==> config.mk <==
export PLATFORM = sky130hd
export DESIGN_NAME = writeback_unit
export DESIGN_NICKNAME = d
export VERILOG_FILES = /design/src/rtl/writeback_unit.sv
export SDC_FILE = /design/constraint.sdc
export NUM_CORES = 1
export LEC_CHECK = 0
export BUFFER_PORTS_ARGS = -buffer_cell sky130_fd_sc_hd__buf_2
export CAP_MARGIN = 30
export CELL_PAD_IN_SITES_DETAIL_PLACEMENT = 1
export CELL_PAD_IN_SITES_GLOBAL_PLACEMENT = 1
export CORE_UTILIZATION = 27
export DETAILED_ROUTE_END_ITERATION = 10
export PLACE_DENSITY = 0.62
export SKIP_CTS_REPAIR_TIMING = 1
export SKIP_LAST_GASP = 1
export SLEW_MARGIN = 10
export SYNTH_ARGS = -nofsm -noshare
export SYNTH_HDL_FRONTEND = slang
export SYNTH_SLANG_ARGS = --single-unit
==> constraint.sdc <==
create_clock -name clk_i -period 4.9 [get_ports clk_i]
set_clock_uncertainty 0.1 [all_clocks]
set_input_delay 0.49 -clock clk_i [delete_from_list [all_inputs] [get_ports clk_i]]
set_output_delay 0.49 -clock clk_i [all_outputs]
set_load 0.05 [all_outputs]
==> src/rtl/writeback_unit.sv <==
// Writeback/retire stage feeding the register file write port.
// Arbitrates ALU and LSU results (LSU has fixed priority) and sequences each
// accepted result through SETUP -> STROBE -> HOLD so that the register-file
// strobe rises only after address/data/select are stable and falls before
// they change. It also keeps a 32-entry busy scoreboard for RAW/WAW detection.
//
// Handshake: a transfer on a valid/ready pair happens at the rising clk_i
// edge where both valid and ready are high. Ready depends only on state and
// on lsu_valid_i (for the ALU port), never on the port's own valid, and the
// producer must hold valid and its payload stable until that edge.
module writeback_unit #(
    parameter int DataWidth = 32,
    parameter int CntWidth  = 32
) (
    input  logic                 clk_i,
    input  logic                 rst_i,
    input  logic                 issue_valid_i,
    input  logic [4:0]           issue_rd_i,
    output logic                 issue_ready_o,
    input  logic [4:0]           raddr_a_i,
    input  logic [4:0]           raddr_b_i,
    output logic                 hazard_a_o,
    output logic                 hazard_b_o,
    input  logic                 alu_valid_i,
    output logic                 alu_ready_o,
    input  logic [4:0]           alu_rd_i,
    input  logic [DataWidth-1:0] alu_wdata_i,
    input  logic                 lsu_valid_i,
    output logic                 lsu_ready_o,
    input  logic [4:0]           lsu_rd_i,
    input  logic [DataWidth-1:0] lsu_rdata_i,
    output logic                 rf_en_w_o,
    output logic                 rf_req_w_o,
    output logic [4:0]           rf_waddr_o,
    output logic [DataWidth-1:0] rf_wdata_alu_o,
    output logic [DataWidth-1:0] rf_wdata_lsu_o,
    output logic                 rf_soursel_o,
    output logic [CntWidth-1:0]  retire_cnt_o,
    output logic [1:0]           fsm_state_o
);

    typedef enum logic [1:0] {
        IDLE   = 2'd0,
        SETUP  = 2'd1,
        STROBE = 2'd2,
        HOLD   = 2'd3
    } state_t;

    state_t      state_q;
    state_t      state_d;
    logic [31:0] busy_q;
    logic [31:0] set_mask;
    logic [31:0] clr_mask;
    logic        accept_lsu;
    logic        accept_alu;
    logic        accept;
    logic [4:0]  accept_rd;
    logic        issue_fire;
    logic        retire;

    // Fixed-priority arbitration; readies forced low while reset is asserted.
    always_comb begin
        lsu_ready_o = (state_q == IDLE) & ~rst_i;
        alu_ready_o = (state_q == IDLE) & ~rst_i & ~lsu_valid_i;
        accept_lsu  = lsu_valid_i & lsu_ready_o;
        accept_alu  = alu_valid_i & alu_ready_o;
        accept      = accept_lsu | accept_alu;
        accept_rd   = accept_lsu ? lsu_rd_i : alu_rd_i;
    end

    // Next-state logic: fixed four-cycle sequence once a result is accepted.
    always_comb begin
        state_d = state_q;
        case (state_q)
            IDLE:    if (accept) state_d = SETUP;
            SETUP:   state_d = STROBE;
            STROBE:  state_d = HOLD;
            HOLD:    state_d = IDLE;
            default: state_d = IDLE;
        endcase
    end

    // State register.
    always_ff @(posedge clk_i or posedge rst_i) begin
        if (rst_i) begin
            state_q <= IDLE;
        end else begin
            state_q <= state_d;
        end
    end

    assign fsm_state_o = state_q;

    // Register-file outputs come straight from flops so en_w cannot glitch.
    // rf_req_w_o doubles as "this write targets a real register" (rd != 0).
    always_ff @(posedge clk_i or posedge rst_i) begin
        if (rst_i) begin
            rf_en_w_o      <= 1'b0;
            rf_req_w_o     <= 1'b0;
            rf_waddr_o     <= 5'd0;
            rf_wdata_alu_o <= '0;
            rf_wdata_lsu_o <= '0;
            rf_soursel_o   <= 1'b0;
        end else begin
            if (accept) begin
                rf_waddr_o     <= accept_rd;
                rf_soursel_o   <= accept_lsu;
                rf_wdata_alu_o <= accept_lsu ? '0 : alu_wdata_i;
                rf_wdata_lsu_o <= accept_lsu ? lsu_rdata_i : '0;
                rf_req_w_o     <= (accept_rd != 5'd0);
            end else if (state_q == HOLD) begin
                rf_req_w_o <= 1'b0;
            end
            rf_en_w_o <= (state_q == SETUP) & rf_req_w_o;
        end
    end

    // Scoreboard set/clear masks; issue to a busy rd stalls, so they never overlap.
    always_comb begin
        issue_ready_o = (issue_rd_i == 5'd0) | ~busy_q[issue_rd_i];
        issue_fire    = issue_valid_i & issue_ready_o & (issue_rd_i != 5'd0);
        retire        = (state_q == STROBE) & rf_req_w_o;
        set_mask      = {31'd0, issue_fire} << issue_rd_i;
        clr_mask      = {31'd0, retire} << rf_waddr_o;
    end

    // Busy vector and retired-write counter (counter wraps naturally).
    always_ff @(posedge clk_i or posedge rst_i) begin
        if (rst_i) begin
            busy_q       <= 32'd0;
            retire_cnt_o <= '0;
        end else begin
            busy_q <= (busy_q & ~clr_mask) | set_mask;
            if (retire) begin
                retire_cnt_o <= retire_cnt_o + CntWidth'(1);
            end
        end
    end

    // Hazards are straight scoreboard lookups with no bypass; x0 never hazards.
    always_comb begin
        hazard_a_o = busy_q[raddr_a_i] & (raddr_a_i != 5'd0);
        hazard_b_o = busy_q[raddr_b_i] & (raddr_b_i != 5'd0);
    end

endmodule

# ---- Word-level counts from Yosys, hierarchy flattened
# Cells that the tools add are included.
dict set report totals {
  register_bits 138
  latch_bits 0
  ram_bits 0
  romBits 0
  inputBits 94
  out_inout_bits 111
  wordCells 57
  n_memories 0
}
dict set report classes {
  add_sub_neg 1
  mul 0
  div 0
  order_cmp 3
  eq_ne 4
  n_shift 2
  n_mux 13
  bitwise 18
  n_reduce_logical 7
}
# cell count
set op_table {}
lappend op_table {{$mux W32} 2}
lappend op_table {{$shl A1 B5 Y32} 2}
lappend op_table {{$add A32 B1 Y32 const B} 1}
lappend op_table {{$and A32 B32 Y32} 1}
lappend op_table {{$not A32 Y32} 1}
lappend op_table {{$or A32 B32 Y32} 1}
lappend op_table {{$reduce_bool A5 Y1} 4}
lappend op_table {{$lt A5 B6 Y1 const B} 3}
lappend op_table {{$bmux W1 S5} 3}
lappend op_table {{$and A1 B1 Y1} 10}
lappend op_table {{$pmux W2 S4} 1}
lappend op_table {{$logic_not A5 Y1} 1}
lappend op_table {{$mux W1} 5}
lappend op_table {{$mux W5} 1}
lappend op_table {{$eq A2 B2 Y1 const B} 2}
lappend op_table {{$not A1 Y1} 3}
lappend op_table {{$eq A2 B1 Y1 const B} 1}
lappend op_table {{$logic_not A2 Y1} 1}
lappend op_table {{$mux W2} 1}
lappend op_table {{$ne A2 B2 Y1 const B} 1}
lappend op_table {{$or A1 B1 Y1} 2}
lappend op_table {{$reduce_bool A2 Y1} 1}

# ---- Logic depth before layout (Yosys ltp)
# Gate-level depths: netlist of run 1.
dict set report logic_depth {
  word_depth 8
  mapped_depth 8
  ltp_nobuf 7
}

# ---- Worst setup path before layout of run 1
# No wires, ideal clock.
dict set report synth_path {
  path_type {register -> register}
  startpoint {reg state_q[0], in the netlist fsm_state_o[0]}
  endpoint {reg rf_wdata_alu_o[0]}
  setup_time_ps 67
  t_arrival_ps 3148
  t_required_ps 4733
  setup_slack_ps 1585
  path_stages_with_launch 9
  path_buffers 2
  period_less_slack_ps 3315
  cell_sequence {dfrtp_1 > inv_1 > ha_1 > nor3b_1 > and2_1 > clkbuf_1 > clkbuf_1 > nand2_1 > nand2_1}
}
dict set report synth_between {
  elab_chain_len 5
  elab_cells_between_ends 7
  classes_between {1 x mux; 5 x bitwise; 1 x reduce/logical}
}
# item line_no
set synth_lines {}
lappend synth_lines {{start, declared} 49} ;# state_t state_q;
lappend synth_lines {{start signal, assigned} 88} ;# state_q <= state_d;
lappend synth_lines {{$logic_not A2 Y1} 64} ;# alu_ready_o = (state_q == IDLE) & ~rst_i & ~lsu_valid_i;
lappend synth_lines {{$and A1 B1 Y1 (2 in a row)} 64}
lappend synth_lines {{net alu_ready_o} 25} ;# output logic alu_ready_o,
lappend synth_lines {{$and A1 B1 Y1} 66} ;# accept_alu = alu_valid_i & alu_ready_o;
lappend synth_lines {{$or A1 B1 Y1} 67} ;# accept = accept_lsu | accept_alu;
lappend synth_lines {{end signal, assigned} 108} ;# rf_wdata_alu_o <= accept_lsu ? '0 : alu_wdata_i;
lappend synth_lines {{end, declared} 35} ;# output logic [DataWidth-1:0] rf_wdata_alu_o,
# The timed path passes the listed nets, and every way through them passes these cells.
# A chain may end at the register's enable or synchronous reset.

# ---- Worst setup path after layout of run 1
dict set report layout_path {
  startpoint {in issue_rd_i[0]}
  endpoint {out issue_ready_o}
}
dict set report layout_between {
  elab_chain_len 4
  elab_cells_between_ends 5
  classes_between {2 x mux; 2 x bitwise; 1 x reduce/logical}
}
# item line_no
set layout_lines {}
lappend layout_lines {{start, declared} 18} ;# input logic [4:0] issue_rd_i,
lappend layout_lines {{$bmux W1 S5} 120} ;# issue_ready_o = (issue_rd_i == 5'd0) | ~busy_q[issue_rd_i];
lappend layout_lines {{$mux W1 (implied by the code)} 120}
lappend layout_lines {{$not A1 Y1} 120}
lappend layout_lines {{$or A1 B1 Y1 *} 120}
lappend layout_lines {{end, declared} 19} ;# output logic issue_ready_o,
# Mark *: on every way between the ends. The rest lies on a longest branch, timed or not. The select of a mux whose other input is x is not followed.

==> flow_summary.json, run 1 <==
{
  "cp-end-kind": "primary output",
  "die_h_um": 159,
  "initial_core_util_pct": 27.5,
  "whs_endpoint": "rf_wdata_alu_o[7]",
  "yosysWarnings": 0,
  "static-leakage-power_nw": 4.15,
  "vias": 5855,
  "port_buffers": 204,
  "globalplace.congestion": 0.893,
  "worstReg2RegEnd": "retire_cnt_o[30]",
  "synth.avg_cell_area_um2": 10.1,
  "ys_seq_area_share_pct": 51.8,
  "yosysTopAreaCell": "dfrtp_1",
  "drc": 0,
  "synthMuxAreaShare_pct": 9.62,
  "synth-edff-count": 0,
  "hold_ws_ns": 0.147,
  "tritoncts": "yes",
  "drv_slew": 0,
  "place_inst": 1157,
  "antenna_left": 0,
  "grt_pass1_vias": 6229,
  "design.die.area_um2": 25300,
  "diodes": 0,
  "drtIter0Drc": 320,
  "finalPower_w": 0.00550,
  "arrival_ns": 2.45,
  "rows": 57,
  "dpl.hpwl_um": 15500,
  "rsz0062_at_grt": "no",
  "max_clock_freq_ghz": 0.329,
  "yosysTopAreaCellShare_pct": 51.8,
  "whs_path_depth": 3,
  "setup_viol": 0,
  "htreeDepth": 4,
  "period_needed_ns": 3.04,
  "synth-simple-area-share_pct": 22.4,
  "pin_count": 205,
  "r2r_cells": 7,
  "ys_seq_elements": 138,
  "ys_types": 36,
  "synth_compound_area_share_pct": 7.90,
  "grt_max_degree": 73,
  "syn-num-nets": 760,
  "vdd_drop_max_mv": 0.266,
  "routedWlPerCell_um": 18.2,
  "synth_top_family_by_area": "simple AND/OR/NAND/NOR gates",
  "synthTopCellsByArea": "dfrtp_1, nand2_1, mux4_2, nand3_1, o31ai_1",
  "fp.dieW_um": 159,
  "antenna_found_initial": 1,
  "tns_ns": 0,
  "timing_worst_slew_pin_value_ns": 0.781,
  "core_um2": 24200,
  "clkLatencyLatePin_ns": 0.42,
  "rrSetupSlack_ns": 2.32,
  "syn2layout_area_growth_pct": 28.8,
  "cts_inserted_buffers": 17,
  "yosys.area_share.adder_pct": 1.13,
  "clock-sinks": 138,
  "syn_inst": 660,
  "cts_root_buf": "clkbuf_16",
  "routed_wirelength_um": 21700,
  "synth-xor-area-share_pct": 4.07,
  "instances_no_fill": 1190,
  "p_per_area_nw_per_um2": 640,
  "clk_path_buf_depth": 2,
  "nets": 953,
  "hold_viol_final": 0,
  "hold_class": "primary input to register",
  "grt_overflow": 0,
  "min-delay-start": "alu_wdata_i[7]",
  "clkSlewWorstSetupHoldPaths_ns": 0.07,
  "drv_cap": 0,
  "outcome": "complete, no violations",
  "postSynth.asyncResetShare_pct": 100,
  "crit_fanout": 32,
  "syn-cell-area_um2": 6670,
  "track_usage_pct": 17.8,
  "path_class": "primary input to primary output",
  "layout-drive-gt1-share_pct": 32.8,
  "firstDrtPassIters": 4,
  "relSlewSlack_pct": 47.5,
  "cp-start-kind": "primary input",
  "vias_per_cell": 4.92,
  "fin_crit_sh_pct": 62.1,
  "r2r_start": "fsm_state_o[0]",
  "cp_data_required_time_ns": 4.31,
  "grt_pass1_wl_um": 35300,
  "synth_ff_type": "dfrtp_1"
}
[stage by stage]
| stage | area (µm²) | setup slack (ns) | util [%] |
|---|---|---|---|
| after global routing | 8600 | 1.78 | 35.4 |
| after detailed placement | 8010 | 1.87 | 33.0 |
| after CTS | 8590 | 1.84 | 35.4 |
| after floorplan | 6670 | 0.614 | - |
| after global placement | 7960 | 1.87 | 32.8 |
| final | 8600 | 1.86 | 35.4 |
[worst max-delay path by stage]
stage	startpoint	endpoint	slack [ns]
final	issue_rd_i[0]	issue_ready_o	1.86
after CTS	busy_q[4]	issue_ready_o	1.84
after global routing	issue_rd_i[0]	issue_ready_o	1.78
after global placement	issue_rd_i[0]	issue_ready_o	1.87
after floorplan	rst_i	busy_q[0]	0.61
after detailed placement	issue_rd_i[0]	issue_ready_o	1.87
[cell usage after synthesis, types with 2 or more instances]
master / count
nand3_1: 88
or2_2: 2
and3_1: 5
mux4_2: 24
ha_1: 6
buf_1: 6
dfrtp_1: 138
nand4_1: 7
nor2_1: 18
clkbuf_1: 25
mux2_2: 9
xor2_1: 12
nand2_1: 167
or3_1: 3
a21oi_1: 2
nand3b_1: 4
inv_1: 6
o21ai_0: 32
a22o_1: 2
and2_1: 4
buf_6: 5
nor2b_1: 8
buf_2: 2
xnor2_1: 19
nor3_1: 6
o31ai_1: 36
nor3b_1: 2
nand2b_1: 6
and4_1: 3
a31oi_1: 7
[state kept, by name, summed over array words and instances, names as in the netlist]
register	flops
busy_q	32
rf_wdata_alu_o	32
rf_waddr_o	5
rf_en_w_o	1
fsm_state_o	2
rf_soursel_o	1
rf_wdata_lsu_o	32
retire_cnt_o	32
rf_req_w_o	1
[report_power, final]
group	switching, W	internal [W]
Clock	0.000527	0.000751
Combinational	0.00172	0.000623
Sequential	0.000370	0.00152
[routing by layer]
layer	vias to the layer above	global-route usage, %	wire length (µm)
li1	2704	-	-
met1	2933	22.5	9400
met2	187	28.6	10400
met3	29	4.98	1490
met4	2	7.08	399
met5	-	0	13
[worst max-delay path, cell delays in order]
cell	delay, ns
buf_2	0.32
mux4_2	0.56
a22o_1	0.25
o22a_4	0.35
o31ai_1	0.14
buf_2	0.32
[cells by family (layout without fill, tap and decap cells)]
family / Yosys count / after routing
AO/OA/AOI/OAI: 81 / 81
XOR/XNOR: 31 / 31
adder cells (fa/ha/maj): 6 / 6
buffers and inverters: 44 / 250
flip-flops: 138 / 138
multiplexers: 33 / 33
AND/OR/NAND/NOR: 327 / 327
[layout make-up]
class                           count  area, µm²
Clock buffer                       18        429
Clock inverter                     14        146
Fill cell                        2850      15700
Inverter                            6       27.5
Multi-Input combinational cell    478       3020
Sequential cell                   138       3450
Tap cell                          324        405
Timing Repair Buffer              212       1120
[placed cells by master (no fill, tap or decap), types with 9 or more instances in the layout]
cell and count:
buf_2 204, nand2_1 165, dfrtp_1 138, nand3_1 88, o31ai_1 36, o21ai_0 32
mux4_2 24, xnor2_1 19, nor2_1 18, clkbuf_16 17, xor2_1 12, mux2_2 9
(Power assumes the default switching activity.)
==> run 2, diff against run 1 <==
==> constraint.sdc (replaced) <==
create_clock -name clk_i -period 3.1 [get_ports clk_i]
set_clock_uncertainty 0.1 [all_clocks]
set_input_delay 0.31 -clock clk_i [delete_from_list [all_inputs] [get_ports clk_i]]
set_output_delay 0.31 -clock clk_i [all_outputs]
set_load 0.05 [all_outputs]
==> flow_summary.json, run 2 (synthesis gave the netlist of run 1 again) <==
{
  "timing_worst_slew_pin_value_ns": 0.702,
  "mostFrequentLayoutCell": "buf_2",
  "routedWlPerCell_um": 18.1,
  "fin_crit_sh_pct": 88.1,
  "path_class": "register to primary output",
  "vias_per_cell": 4.81,
  "cts_root_buf": "clkbuf_16",
  "cp_slowest_cell": "mux4_2",
  "max_clock_freq_ghz": 0.366,
  "clock-sinks": 138,
  "syn2layout_area_growth_pct": 37.7,
  "final_cell_mix": "buf_2, nand2_1, dfrtp_1, nand3_1, dlygate4sd3_1",
  "slowest_delay_ns": 0.49,
  "design.die.area_um2": 25300,
  "cp_num_buf_inv": 1,
  "grt_pass1_vias": 6092,
  "hold_class": "primary input to register",
  "grt_pass1_wl_um": 35400,
  "antenna_found_initial": 2,
  "htreeDepth": 4,
  "initial_core_util_pct": 27.5,
  "pin_count": 205,
  "nets": 1014,
  "hold_viol_final": 5,
  "routed_wirelength_um": 22600,
  "clk_path_buf_depth": 2,
  "finalPower_w": 0.00885,
  "fp.dieW_um": 159,
  "violations": "hold timing",
  "rows": 57,
  "cp_data_required_time_ns": 2.69,
  "clkSlewWorstSetupHoldPaths_ns": 0.06,
  "dpl.hpwl_um": 15800,
  "crit_fanout": 4,
  "instances_no_fill": 1251,
  "antenna_left": 0,
  "core_um2": 24200,
  "tritoncts": "yes",
  "crit_chain": "mux4_2 > mux4_2 > mux2_2 > buf_2",
  "globalplace.congestion": 0.888,
  "relSlewSlack_pct": 53.1,
  "place_inst": 1165,
  "grt_max_degree": 74,
  "clkLatencyLatePin_ns": 0.42,
  "layout-drive-gt1-share_pct": 31.6,
  "port_buffers": 204,
  "outcome": "finished with violations",
  "vias": 6019,
  "cp-end-kind": "primary output",
  "rsz0062_at_grt": "no",
  "drtIter0Drc": 322,
  "cpMostUsedCell": "mux4_2",
  "vdd_drop_max_mv": 0.430,
  "drv_slew": 0,
  "hold_ws_ns": -0.0174,
  "die_h_um": 159,
  "setup_viol": 0,
  "drc": 0,
  "period_needed_ns": 2.73,
  "tns_ns": 0,
  "fillers": 2840,
  "arrival_ns": 2.32,
  "cp-start-kind": "register",
  "p_per_area_nw_per_um2": 964,
  "grt_overflow": 0,
  "firstDrtPassIters": 6,
  "drv_cap": 0,
  "diodes": 0,
  "cts_inserted_buffers": 17,
  "static-leakage-power_nw": 4.40,
  "critPathTopFamily": "multiplexers",
  "track_usage_pct": 17.8
}
-- run 2: area by class of cell --
| cell class | instances | area [µm²] | area share (%) |
|---|---|---|---|
| clock inverter | 14 | 161 | 1.76 |
| sequential | 138 | 3450 | 37.6 |
| multi-input combinational | 478 | 3020 | 32.9 |
| inverter | 6 | 26.3 | 0.286 |
| tap | 324 | 405 | 4.41 |
| timing repair buffer | 273 | 1690 | 18.4 |
| clock buffer | 18 | 429 | 4.67 |
-- run 2: worst reg2reg max path, cell delays in order (launching register included) --
cell     delay, ns
dfrtp_1       0.41
inv_1         0.13
ha_1          0.28
and3_1        0.23
nand3_1       0.22
or4_1         0.66
nor3_2        0.22
xor2_1        0.15
-- run 2: metal layers --
| layer | share of wire (%) | GRT usage (%) | wire [µm] | vias up |
|---|---|---|---|---|
| li1 | - | - | - | 2813 |
| met1 | 44 | 23.1 | 9850 | 2992 |
| met2 | 48 | 28.0 | 11000 | 184 |
| met3 | 6.7 | 6.15 | 1530 | 26 |
| met4 | 1.2 | 4.85 | 267 | 4 |
| met5 | 0.088 | 0 | 20 | - |
-- run 2: through the flow --
step / hold slack, ns / area (µm²) / util, % / setup slack, ns
finish: -0.0174 / 9190 / 37.9 / 0.370
global route: -0.0221 / 9190 / 37.9 / 0.289
CTS: -0.155 / 8640 / 35.7 / 0.349
detailed placement: 0.309 / 8050 / 33.2 / 0.583
global placement: 0.309 / 8050 / 33.2 / 0.614
floorplan: 0.315 / 6680 / - / 0.359
-- run 2: power by group --
group	total [W]	leakage [nW]	switching, W	internal (W)
clock network	0.00208	0.285	0.000876	0.00121
registers	0.00299	1.70	0.000594	0.00240
logic	0.00378	2.41	0.00275	0.00104
-- run 2: path summary, 6_finish.rpt --
path	to	slack, ns	startpoint	cells after the start
worst min register to register	rf_soursel_o	0.37	rf_soursel_o	2
max in group asynchronous	busy_q[18]	1.73	rst_i	4
worst min-delay path	rf_wdata_lsu_o[15]	-0.02	lsu_rdata_i[15]	3
worst max register to register	retire_cnt_o[30]	0.64	fsm_state_o[0]	7
worst max-delay path	hazard_b_o	0.37	busy_q[14]	4
min in group asynchronous	rf_req_w_o	0.41	rst_i	3
